### src/rtl/arg_num_parser_pkg.sv
// arg_num_parser_pkg: ASCII constants, parser states and character classifiers
package arg_num_parser_pkg;
  localparam logic [7:0] CHAR_MINUS = 8'h2D;
  localparam logic [7:0] CHAR_SPACE = 8'h20;
  localparam logic [7:0] CHAR_LF    = 8'h0A;
  localparam logic [7:0] CHAR_CR    = 8'h0D;
  localparam logic [7:0] CHAR_SEMI  = 8'h3B;
  localparam logic [7:0] CHAR_0     = 8'h30;
  localparam logic [7:0] CHAR_9     = 8'h39;
  typedef enum logic [2:0] {IDLE, FIRST, DIGITS, DRAIN, CHECK, OUT} arg_parse_state_t;
  function automatic logic is_digit(input logic [7:0] c);
    return c >= CHAR_0 && c <= CHAR_9;
  endfunction
  function automatic logic is_terminator(input logic [7:0] c);
    return c == CHAR_SPACE || c == CHAR_LF || c == CHAR_CR || c == CHAR_SEMI;
  endfunction
endpackage

### src/rtl/arg_num_parser_range_check.sv
// arg_range_check: decides whether a sign/magnitude pair fits a signed MAX_ARG_BITS field
module arg_range_check #(
  parameter int MAX_ARG_BITS = 12,
  parameter int NUM_BITS     = 24
) (
  input  logic [NUM_BITS-1:0] mag_i,
  input  logic                neg_i,
  input  logic                ovf_i,
  output logic                fits_o
);
  localparam logic [NUM_BITS-1:0] NEG_MAX = NUM_BITS'(1) << (MAX_ARG_BITS - 1);
  localparam logic [NUM_BITS-1:0] POS_MAX = NEG_MAX - NUM_BITS'(1);
  assign fits_o = !ovf_i && (mag_i <= (neg_i ? NEG_MAX : POS_MAX));
endmodule

### src/rtl/arg_num_parser.sv
// arg_num_parser: serial signed decimal argument parser with range check and valid/ready output
module arg_num_parser
  import arg_num_parser_pkg::*;
#(
  parameter int MAX_ARG_BITS = 12,
  parameter int NUM_BITS     = 2 * MAX_ARG_BITS,
  parameter int MAX_DIGITS   = 6
) (
  input  logic                    clk,
  input  logic                    reset,
  input  logic                    start,
  input  logic [7:0]              char_in,
  input  logic                    char_valid,
  output logic                    char_rdy,
  output logic [MAX_ARG_BITS-1:0] arg,
  output logic                    arg_err,
  output logic                    out_valid,
  input  logic                    out_rdy
);
  localparam int AW = NUM_BITS + 4;
  localparam int CW = $clog2(MAX_DIGITS + 1);
  localparam logic [NUM_BITS-1:0] ACC_MAX = {1'b0, {(NUM_BITS-1){1'b1}}};
  arg_parse_state_t state_q;
  logic [NUM_BITS-1:0] acc_q, acc_d;
  logic [CW-1:0] cnt_q;
  logic neg_q, err_bad_q, err_ovf_q, out_valid_q, arg_err_q;
  logic [MAX_ARG_BITS-1:0] arg_q;
  logic [AW-1:0] prod;
  logic accept, ovf_d, fits, res_err;
  assign char_rdy  = state_q inside {FIRST, DIGITS, DRAIN};
  assign accept    = char_valid && char_rdy;
  assign arg       = arg_q;
  assign arg_err   = arg_err_q;
  assign out_valid = out_valid_q;
  assign prod      = AW'(acc_q) * AW'(10) + AW'(char_in - CHAR_0);
  // digit-count overflow keeps cnt bounded; sticky err_ovf carries the error
  assign ovf_d     = prod > AW'(ACC_MAX) || cnt_q == CW'(MAX_DIGITS);
  assign acc_d     = ovf_d ? ACC_MAX : prod[NUM_BITS-1:0];
  assign res_err   = err_bad_q || cnt_q == '0 || !fits;
  arg_range_check #(.MAX_ARG_BITS(MAX_ARG_BITS), .NUM_BITS(NUM_BITS)) u_range (
    .mag_i(acc_q), .neg_i(neg_q), .ovf_i(err_ovf_q), .fits_o(fits)
  );
  always_ff @(posedge clk) begin
    if (!reset) begin
      state_q     <= IDLE;
      acc_q       <= '0;
      cnt_q       <= '0;
      neg_q       <= 1'b0;
      err_bad_q   <= 1'b0;
      err_ovf_q   <= 1'b0;
      out_valid_q <= 1'b0;
      arg_q       <= '0;
      arg_err_q   <= 1'b0;
    end else begin
      case (state_q)
        IDLE: if (start) begin
          state_q   <= FIRST;
          acc_q     <= '0;
          cnt_q     <= '0;
          neg_q     <= 1'b0;
          err_bad_q <= 1'b0;
          err_ovf_q <= 1'b0;
        end
        FIRST, DIGITS: if (accept) begin
          if (is_digit(char_in)) begin
            acc_q     <= acc_d;
            cnt_q     <= ovf_d ? cnt_q : cnt_q + 1'b1;
            err_ovf_q <= err_ovf_q || ovf_d;
            state_q   <= DIGITS;
          end else if (is_terminator(char_in)) begin
            state_q <= CHECK;
          end else if (state_q == FIRST && char_in == CHAR_MINUS) begin
            neg_q   <= 1'b1;
            state_q <= DIGITS;
          end else begin
            err_bad_q <= 1'b1;
            state_q   <= DRAIN;
          end
        end
        DRAIN: if (accept && is_terminator(char_in)) state_q <= CHECK;
        CHECK: begin
          arg_q     <= res_err ? '0 : MAX_ARG_BITS'(neg_q ? -acc_q : acc_q);
          arg_err_q <= res_err;
          state_q   <= OUT;
        end
        OUT: if (!out_valid_q) begin
          out_valid_q <= 1'b1;
        end else if (out_rdy) begin
          out_valid_q <= 1'b0;
          state_q     <= IDLE;
        end
        default: state_q <= IDLE;
      endcase
    end
  end
endmodule

### config.mk
export PLATFORM = sky130hd
export DESIGN_NAME = arg_num_parser
export DESIGN_NICKNAME = d
export VERILOG_FILES = /design/src/rtl/arg_num_parser_pkg.sv /design/src/rtl/arg_num_parser_range_check.sv /design/src/rtl/arg_num_parser.sv
export SDC_FILE = /design/constraint.sdc
export NUM_CORES = 1
export LEC_CHECK = 0
export BUFFER_PORTS_ARGS = -buffer_cell sky130_fd_sc_hd__buf_2
export CORE_MARGIN = 2
export CORE_UTILIZATION = 53
export CTS_CLUSTER_DIAMETER = 150
export CTS_CLUSTER_SIZE = 16
export DETAILED_ROUTE_END_ITERATION = 16
export HOLD_SLACK_MARGIN = 0.03
export MAX_ROUTING_LAYER = met4
export PLACE_DENSITY = 0.79
export SLEW_MARGIN = 30
export SYNTH_ARGS = -nofsm -noshare
export SYNTH_HDL_FRONTEND = slang
export SYNTH_SLANG_ARGS = --single-unit
### constraint.sdc
create_clock -name clk -period 6.7 [get_ports clk]
set_clock_uncertainty 0.1 [all_clocks]
set_input_delay 2.01 -clock clk [delete_from_list [all_inputs] [get_ports clk]]
set_output_delay 2.01 -clock clk [all_outputs]
set_load 0.005 [all_outputs]
## Word-level counts from Yosys, hierarchy flattened

Cells that the tools add are included.

- Equal/unequal tests: 22
- Add/sub/neg operators: 4
- Reduce and logical (&&, ||, !) cells: 24
- Order comparisons: 4
- Multiply operators: 1
- Mux-type cells: 38

Operator list:

| operator | number |
|---|---|
| two-way mux 24 bit | 4 |
| case mux 24 bit (2 select lines) | 1 |
| two-way mux 12 bit | 3 |
| two-way mux 3 bit | 11 |
| adder 28 bit | 1 |
| > comparator 28 x 23 -> 1 bit (second input constant) | 1 |
| multiplier 24 x 3 -> 27 bit (second input constant) | 1 |
| == test 8 x 6 -> 1 bit (second input constant) | 3 |
| <= comparator 24 x 12 -> 1 bit | 1 |
| inequality test 2 bit (second input constant) | 10 |
| == test 8 x 4 -> 1 bit (second input constant) | 2 |
| case mux 3 bit (5 select lines) | 1 |
| two-way mux 1 bit | 14 |
| negation 12 bit | 1 |
| AND reduction 6 bit | 2 |
| AND reduction 5 bit | 2 |
| == test 3 bit (second input constant) | 3 |
| subtractor 8 x 6 -> 9 bit (second input constant) | 1 |
| greater-or-equal comparator 8 x 6 -> 1 bit (second input constant) | 1 |
| <= comparator 8 x 6 -> 1 bit (second input constant) | 1 |
| logical OR 1 bit | 7 |
| == test 3 x 2 -> 1 bit (second input constant) | 2 |
| zero test 3 bit | 2 |
| case mux 1 bit (2 select lines) | 3 |
| other kinds (10) | 15 |

- Register bits: 47
- Input port bits: 13
- Output and inout bits: 15
- Word-level logic and storage cells: 102

## Depth between registers and ports, before layout

Gate-level depths: netlist of the first run.

- Depth after elaboration: 8
- Gate-level depth with buffers: 25
- Mapped depth without buffers: 24

## Hierarchy

A second synthesis of the first run with hierarchy kept.

- Cell total of the unflattened synthesis: 639
- Area total of the unflattened synthesis: 5235.0 µm²

Modules (own cells, without submodules):

| module | times used | cells each | seq. area each (µm²) | area each (µm²) |
|---|---|---|---|---|
| arg_num_parser | 1 | 602 | 940.9 | 4931.0 |
| arg_range_check | 1 | 37 | 0.0 | 304.0 |

## Worst setup path before layout of the first run

Ideal clock, no wire load.

- Path kind: input -> register
- Start: input port char_in[4]
- End: register acc_q[8]
- Setup time: 0.122 ns
- Arrival time: 6.832 ns
- Stages on the path: 15
- Buffers on the path: 2
- Required time: 6.478 ns
- Slack: -0.354 ns
- Path through: ha_1 nor3_1 ha_1 buf_2 a41oi_2 o221ai_1 a221o_1 a21o_4 a211o_1 nand2_1 mux2_2 nor3b_4 nor2b_2 buf_6 a221o_1

- Word-level cells in the longest chain between the ends: 8
- Elaborated cells on any way between the ends: 13
- Classes of those cells: add/sub: 2; order compare: 3; eq/ne: 1; mux: 4; reduce/logical: 3

Ends and longest elaborated chain:

| element | RTL line | source |
|---|---|---|
| from (decl) | arg_num_parser.sv:12 | `input logic [7:0] char_in,` |
| subtractor 8 x 6 -> 9 bit | arg_num_parser.sv:35 | `assign prod = AW'(acc_q) * AW'(10) + AW'(char_in - CHAR_0);` |
| adder 28 bit | arg_num_parser.sv:35 |  |
| > comparator 28 x 23 -> 1 bit | arg_num_parser.sv:37 | `assign ovf_d = prod > AW'(ACC_MAX) \|\| cnt_q == CW'(MAX_DIGITS);` |
| logical OR 1 bit | arg_num_parser.sv:37 |  |
| two-way mux 24 bit | arg_num_parser.sv:38 | `assign acc_d = ovf_d ? ACC_MAX : prod[NUM_BITS-1:0];` |
| two-way mux 24 bit | arg_num_parser.sv:65 | `if (is_digit(char_in)) begin` |
| two-way mux 24 bit | arg_num_parser.sv:64 | `FIRST, DIGITS: if (accept) begin` |
| case mux 24 bit (2 select lines) | arg_num_parser.sv:55 | `case (state_q)` |
| to (signal assigned) | arg_num_parser.sv:46 | `acc_q <= '0;` |
| to (signal assigned) | arg_num_parser.sv:58 | `acc_q <= '0;` |
| to (signal assigned) | arg_num_parser.sv:66 | `acc_q <= acc_d;` |
| to (decl) | arg_num_parser.sv:24 | `logic [NUM_BITS-1:0] acc_q, acc_d;` |

Several ways; a longest one is shown, not always the timed one. The select of a mux whose other input is x is not followed.
A chain may end at the register's enable or synchronous reset.

## Worst setup path in the final report of the first run

- Start: register acc_q[1]
- End: register acc_q[1]

- Word-level cells in the longest chain between the ends: 8

Ends and longest elaborated chain:

| element | RTL line |
|---|---|
| multiplier 24 x 3 -> 27 bit | arg_num_parser.sv:35 |
| adder 28 bit | arg_num_parser.sv:35 |
| > comparator 28 x 23 -> 1 bit | arg_num_parser.sv:37 |
| logical OR 1 bit | arg_num_parser.sv:37 |
| two-way mux 24 bit | arg_num_parser.sv:38 |
| two-way mux 24 bit | arg_num_parser.sv:65 |
| two-way mux 24 bit | arg_num_parser.sv:64 |
| case mux 24 bit (2 select lines) | arg_num_parser.sv:55 |

Every way passes these cells. The select of a mux whose other input is x is not followed.

==> results of run 1 <==
[how the worst min path moves through the flow]
stage	start	endpoint	slack [ps]	depth (start not counted)
2_1_floorplan	err_ovf_q$_SDFFE_PN0P_	err_ovf_q$_SDFFE_PN0P_	330	2
3_3_place_gp	cnt_q[2]$_SDFFE_PN0P_	cnt_q[2]$_SDFFE_PN0P_	350	1
3_5_place_dp	err_ovf_q$_SDFFE_PN0P_	err_ovf_q$_SDFFE_PN0P_	360	2
4_1_cts	err_ovf_q$_SDFFE_PN0P_	err_ovf_q$_SDFFE_PN0P_	370	2
5_1_grt	err_ovf_q$_SDFFE_PN0P_	err_ovf_q$_SDFFE_PN0P_	390	2
6_report	err_ovf_q$_SDFFE_PN0P_	err_ovf_q$_SDFFE_PN0P_	370	2
[placed cells by master, fill, tap and decap left out, types with 5 or more instances in the layout]
cell type,synthesis,layout
a311oi_1,7,7
o21ai_0,40,39
a22oi_1,14,14
xor2_1,20,20
a31oi_1,8,8
xnor2_1,31,31
dfxtp_1,47,47
o21a_1,8,8
nor2b_1,8,8
buf_4,0,6
ha_1,92,92
nand2_1,41,41
and3_1,9,9
nor3_1,9,8
and2_1,5,5
o21bai_1,8,8
a211oi_1,12,12
buf_2,4,27
clkbuf_8,0,5
a21o_1,26,26
nand4_1,11,11
a221o_1,14,14
a21oi_1,68,68
nor2_1,47,47
inv_1,29,29
nand2b_1,7,7
o211ai_1,5,5
nor4_1,8,7
nand3_1,14,14
[area by class of cell]
| class | count | area (um2) | share of cell area [%] |
|---|---|---|---|
| multi-input combinational | 570 | 4270 | 73.92 |
| sequential | 47 | 940.9 | 16.29 |
| timing repair buffer | 33 | 180.2 | 3.119 |
| tap | 133 | 166.4 | 2.881 |
| inverter | 30 | 112.6 | 1.949 |
| clock buffer | 5 | 68.82 | 1.191 |
| clock inverter | 2 | 37.54 | 0.6498 |
[cells by family after synthesis]
group                    synth area share [%]
AND/OR/NAND/NOR                         16.87
AO/OA/AOI/OAI                           30.73
XOR/XNOR                                8.273
buffers and inverters                   3.847
multiplexers                           0.6025
adder cells (fa/ha/maj)                 22.25
flip-flops                              17.43
[sequential cells by signal (all words and copies together), names as in the netlist]
signal     flops
arg           12
acc_q         24
out_valid      1
state_q        3
neg_q          1
arg_err        1
err_ovf_q      1
err_bad_q      1
cnt_q          3
[worst register-to-register path: cells and delay by family, from the launching register on]
kind | cells | cell delay [ps]
flip-flops | 1 | 500
adder cells (fa/ha/maj) | 4 | 970
XOR/XNOR | 1 | 150
AO/OA/AOI/OAI | 11 | 2880
AND/OR/NAND/NOR | 7 | 1370
buffers and inverters | 1 | 80
[layer usage]
layer,track usage [%],share of wire [%],vias up
met5,-,0,-
met4,6.476,1.6,0
met3,2.059,3.9,17
met2,41.05,48,134
met1,31.43,47,2377
li1,-,-,2557
[synth_stat cells, drive strengths merged, types with 9 or more instances]
cell type / instances / share of area, %
a211oi: 12 / 1.7
a21o: 27 / 3.9
a21oi: 68 / 6.3
a221o: 14 / 2.6
a22oi: 14 / 1.9
a31oi: 9 / 1.2
and3: 9 / 1.0
clkbuf: 17 / 1.2
dfxtp: 47 / 17
ha: 92 / 21
inv: 30 / 2.1
nand2: 41 / 2.9
nand3: 14 / 1.3
nand4: 11 / 1.3
nor2: 47 / 3.3
nor2b: 9 / 1.1
nor3: 9 / 0.83
o21ai: 41 / 3.8
xnor2: 31 / 5.0
xor2: 20 / 3.2
[power by group]
| group | switching, W | internal (W) |
|---|---|---|
| logic | 0.000184 | 0.000119 |
| clock network | 0.0000933 | 0.000109 |
| registers | 0.0000381 | 0.000294 |
[per-stage QoR]
| step | total power (W) | instance area, um2 | setup slack (ps) | std cells |
|---|---|---|---|---|
| after global placement | 0.0006239 | 5662 | 615.9 | 813 |
| after global routing | 0.0008908 | 5777 | 110.9 | 820 |
| after CTS | 0.0008354 | 5777 | 661.6 | 820 |
| final | 0.0008374 | 5777 | 567.9 | 820 |
| after detailed placement | 0.0006355 | 5670 | 565.0 | 813 |
| after floorplan | 0.0005587 | 5404 | 412.4 | 669 |
==> impl_metrics.ini, run 1 <==
[final_layout]
nFillCells = 922
finalNetCount = 794
syn_to_final_growth_pct = 6.999
drive_gt1_share_pct = 8.588
diodes = 0
final_util_pct = 58.83

[detailed_routing]
vias = 5085
drcViolationCount = 0
routedWlPerCell_um = 15.99
firstDrtPassIters = 5
totalWireLength_mm = 13.11
ant_nets = 0
via_per_inst = 6.201
drtIter0Drc = 253

[pwr]
p_leak_nw = 2.900
p_per_area_nw_per_um2 = 145.0
ir_drop_mv = 0.1646

[placement]
gp_congestion = 0.9565
dpl.hpwl_mm = 10.51
io_buffers = 27

[sta]
period_minus_slack_ps = 6132
setup_violations = 0
drv_slew = 0
relSlewSlack_pct = 41.26
setup_tns_ps = 0
fin_crit_sh_pct = 91.52
rsz0062_at_grt = false
tightest_slew_ps = 877.9
max_freq_mhz = 163.1
hold_ws_ps = 369.7
hold_viol = 0

[global_routing]
antenna_found_initial = 0
grt_pass1_wl_mm = 21.89
grt_pass1_vias = 4709
track_usage_pct = 24.36
grt_remaining_overflow = 0
grt_max_degree = 29

[critical_path]
r2r-start = acc_q[1]$_SDFFE_PN0P_
crit_end = acc_q[1]$_SDFFE_PN0P_
cp_max_fo = 13
cp.depth = 24
rr_worst_depth = 24
cp_slowest_cell = o41ai_1
rrSetupSlack_ps = 570
crit_chain = ha_1, ha_1, inv_1, fa_1, nor2b_1, o21ai_0, a21boi_0, o41ai_1, nand3_1, and3_1, o21ai_0, nand2b_1, xor2_1, ha_1, a21o_1, a21o_1, a21oi_1, nand3b_1, a311oi_1, o21ai_0, a221oi_1, nor3b_4, nor2b_2, a221o_1
required_ps = 6790
path_delay_family = compound AO/OA/AOI/OAI gates
cpPeakStageDelay_ps = 530
path_buf_inv = 1
critical_path_class = flop to flop
r2r_end = acc_q[1]$_SDFFE_PN0P_
critPathLaunchType = flop
critPathCaptureType = flop
arrival_ps = 6220
crit_start = acc_q[1]$_SDFFE_PN0P_

[outcome]
status = finished clean

[synth]
synth_edf_count = 0
ys_ff_latch = 47
async_flop_share_pct = 0
syn-num-nets = 776
ys.flop_type = dfxtp_1
synth_area_um2 = 5399
synth_warnings = 0
synth.distinct_cells = 68
synth-seq-area-share_pct = 17.43
avgSynthCellArea_um2 = 8.070
synth_cells = 669

[cts]
clk-insertion-delay-late_ps = 300
htreeDepth = 2
cts_buffer_depth = 2
post_cts_resized = 0
clk_pin_slew_worst_paths_ps = 80
clock_sinks = 47
cts-root-buf = clkbuf_8
cts-buffers-inserted = 5
cts_hold_buf = 0
cts_tree = built
post_cts_buffers = 0

[run]
cap_violations = 0

[floorplan]
coreArea_um2 = 9819
dieArea_um2 = 11010
io_pins = 28
die_y_um = 104.9
chipWidth_um = 104.9
start_util_pct = 54.98
num_rows = 36

[min_path]
hold_class = flop to flop
(Power assumes the default switching activity.)
==> inputs of run 2 (changes only) <==
--- a/config.mk
+++ b/config.mk
@@ -14,6 +14,7 @@
 export HOLD_SLACK_MARGIN = 0.03
 export MAX_ROUTING_LAYER = met4
 export PLACE_DENSITY = 0.79
+export RECOVER_POWER = 25
 export SLEW_MARGIN = 30
 export SYNTH_ARGS = -nofsm -noshare
 export SYNTH_HDL_FRONTEND = slang
==> run 2 against run 1 <==
Compared with the run above: first-iteration DRC count is 0.40% higher; combinational power hardly changed; non-clock buffer count is the same; routed wire length grew 0.21%; critical endpoint unchanged; setup slack better by 6.7 ps; maximum frequency up 0.11%; hold slack improved by 1.4 ps; final cell count did not move.
==> impl_metrics.ini, run 2 (synthesized netlist as in run 1, its figures left out) <==
[critical_path]
path_buf_inv = 1
critPathCaptureType = flop
critical_path_class = flop to flop
path_delay_family = compound AO/OA/AOI/OAI gates
cp_slowest_cell = o41ai_1
rrSetupSlack_ps = 570
cp_max_fo = 13
arrival_ps = 6220
critPathLaunchType = flop
required_ps = 6790
crit_chain = ha_1, ha_1, inv_1, fa_1, nor2b_1, o21ai_0, a21boi_0, o41ai_1, nand3_1, and3_1, o21ai_0, nand2b_1, xor2_1, ha_1, a21o_1, a21o_1, a21oi_1, nand3b_1, a311oi_1, o21ai_0, a221oi_1, nor3b_4, nor2b_2, a221o_1
cpPeakStageDelay_ps = 530

[sta]
setup_violations = 0
fin_crit_sh_pct = 91.42
drv_slew = 0
period_minus_slack_ps = 6125
setup_ws_ps = 574.6
setup_tns_ps = 0
relSlewSlack_pct = 40.56
rsz0062_at_grt = false
max_freq_mhz = 163.3
tightest_slew_ps = 888.4
hold_viol = 0

[floorplan]
io_pins = 28
start_util_pct = 54.98
coreArea_um2 = 9819
dieArea_um2 = 11010
chipWidth_um = 104.9
die_y_um = 104.9
num_rows = 36

[final_layout]
diodes = 0
final_cell_mix = ha_1 (92), a21oi_1 (68), nor2_1 (47), dfxtp_1 (47), nand2_1 (41)
regArea_um2 = 940.9
finalNetCount = 794
multi_input_area_um2 = 4270
final_common_cell = ha_1
nFillCells = 923
fin_area_um2 = 5776
syn_to_final_growth_pct = 6.976
largest_reg_flops = 24
final_util_pct = 58.82
drive_gt1_share_pct = 8.297
regMostFlops = acc_q

[detailed_routing]
firstDrtPassIters = 5
totalWireLength_mm = 13.14
vias = 5102
drtIter0Drc = 254
drcViolationCount = 0
via_per_inst = 6.222
ant_nets = 0
routedWlPerCell_um = 16.03

[placement]
dpl.hpwl_mm = 10.51
gp_congestion = 0.9565
io_buffers = 27
placed_cell_area_um2 = 5670
place_ws_ps = 565.0

[pwr]
ir_drop_mv = 0.1649
p_per_area_nw_per_um2 = 145.1
p_leak_nw = 2.897

[cts]
clk_pin_slew_worst_paths_ps = 80
cts_buffer_depth = 2
clock_sinks = 47
cts-buffers-inserted = 5
clk-insertion-delay-late_ps = 300
post_cts_buffers = 0
cts_tree = built
post_cts_resized = 0
htreeDepth = 2
cts_hold_buf = 0
cts-root-buf = clkbuf_8

[global_routing]
grt_remaining_overflow = 0
grt_pass1_vias = 4709
track_usage_pct = 24.36
grt_max_degree = 29
grt_pass1_wl_mm = 21.89
antenna_found_initial = 0

[outcome]
status = finished clean

[run]
cap_violations = 0

[min_path]
hold_class = flop to flop
run 2: changes by cell type in the layout (fill, tap and decap cells not counted), sizes merged:
cell,previous run,this run
buf,33,32
clkbuf,5,6
run 2: routing by layer:
metal  routed length (um)  up-vias  GRT usage [%]
met5                    0        -              -
met4                  178        0          6.476
met3                  495       17          2.059
met2                 6299      135          41.05
met1                 6168     2392          31.43
li1                     -     2558              -
run 2: final cells by class:
class | instances | area share [%]
clock buffer | 5 | 1.192
clock inverter | 2 | 0.6499
inverter | 30 | 1.950
multi-input combinational | 570 | 73.94
sequential | 47 | 16.29
tap | 133 | 2.881
timing repair buffer | 33 | 3.098
run 2: worst paths after layout:
check	from	endpoint	cells after the start
setup / recovery	acc_q[1]$_SDFFE_PN0P_	acc_q[1]$_SDFFE_PN0P_	24
hold / removal	err_ovf_q$_SDFFE_PN0P_	err_ovf_q$_SDFFE_PN0P_	2
setup reg to reg	acc_q[1]$_SDFFE_PN0P_	acc_q[1]$_SDFFE_PN0P_	24
hold reg to reg	err_ovf_q$_SDFFE_PN0P_	err_ovf_q$_SDFFE_PN0P_	2
run 2: power by group:
part | switching, W | internal [W]
Clock | 0.0000933 | 0.000109
Sequential | 0.0000381 | 0.000294
Combinational | 0.000184 | 0.000119
run 2: metrics by stage:
stage	cells	total power, W	hold slack (ps)
6_report	820	0.0008378	371.1
5_1_grt	820	0.0008907	390.7
4_1_cts	820	0.0008354	371.6
3_5_place_dp	813	0.0006355	356.9
3_3_place_gp	813	0.0006239	354.8
2_1_floorplan	669	0.0005587	325.5
run 2: worst min-delay path: stages (launching register included):
cell and delay (ps):
dfxtp_1 320, nand2_1 50, o31ai_1 60
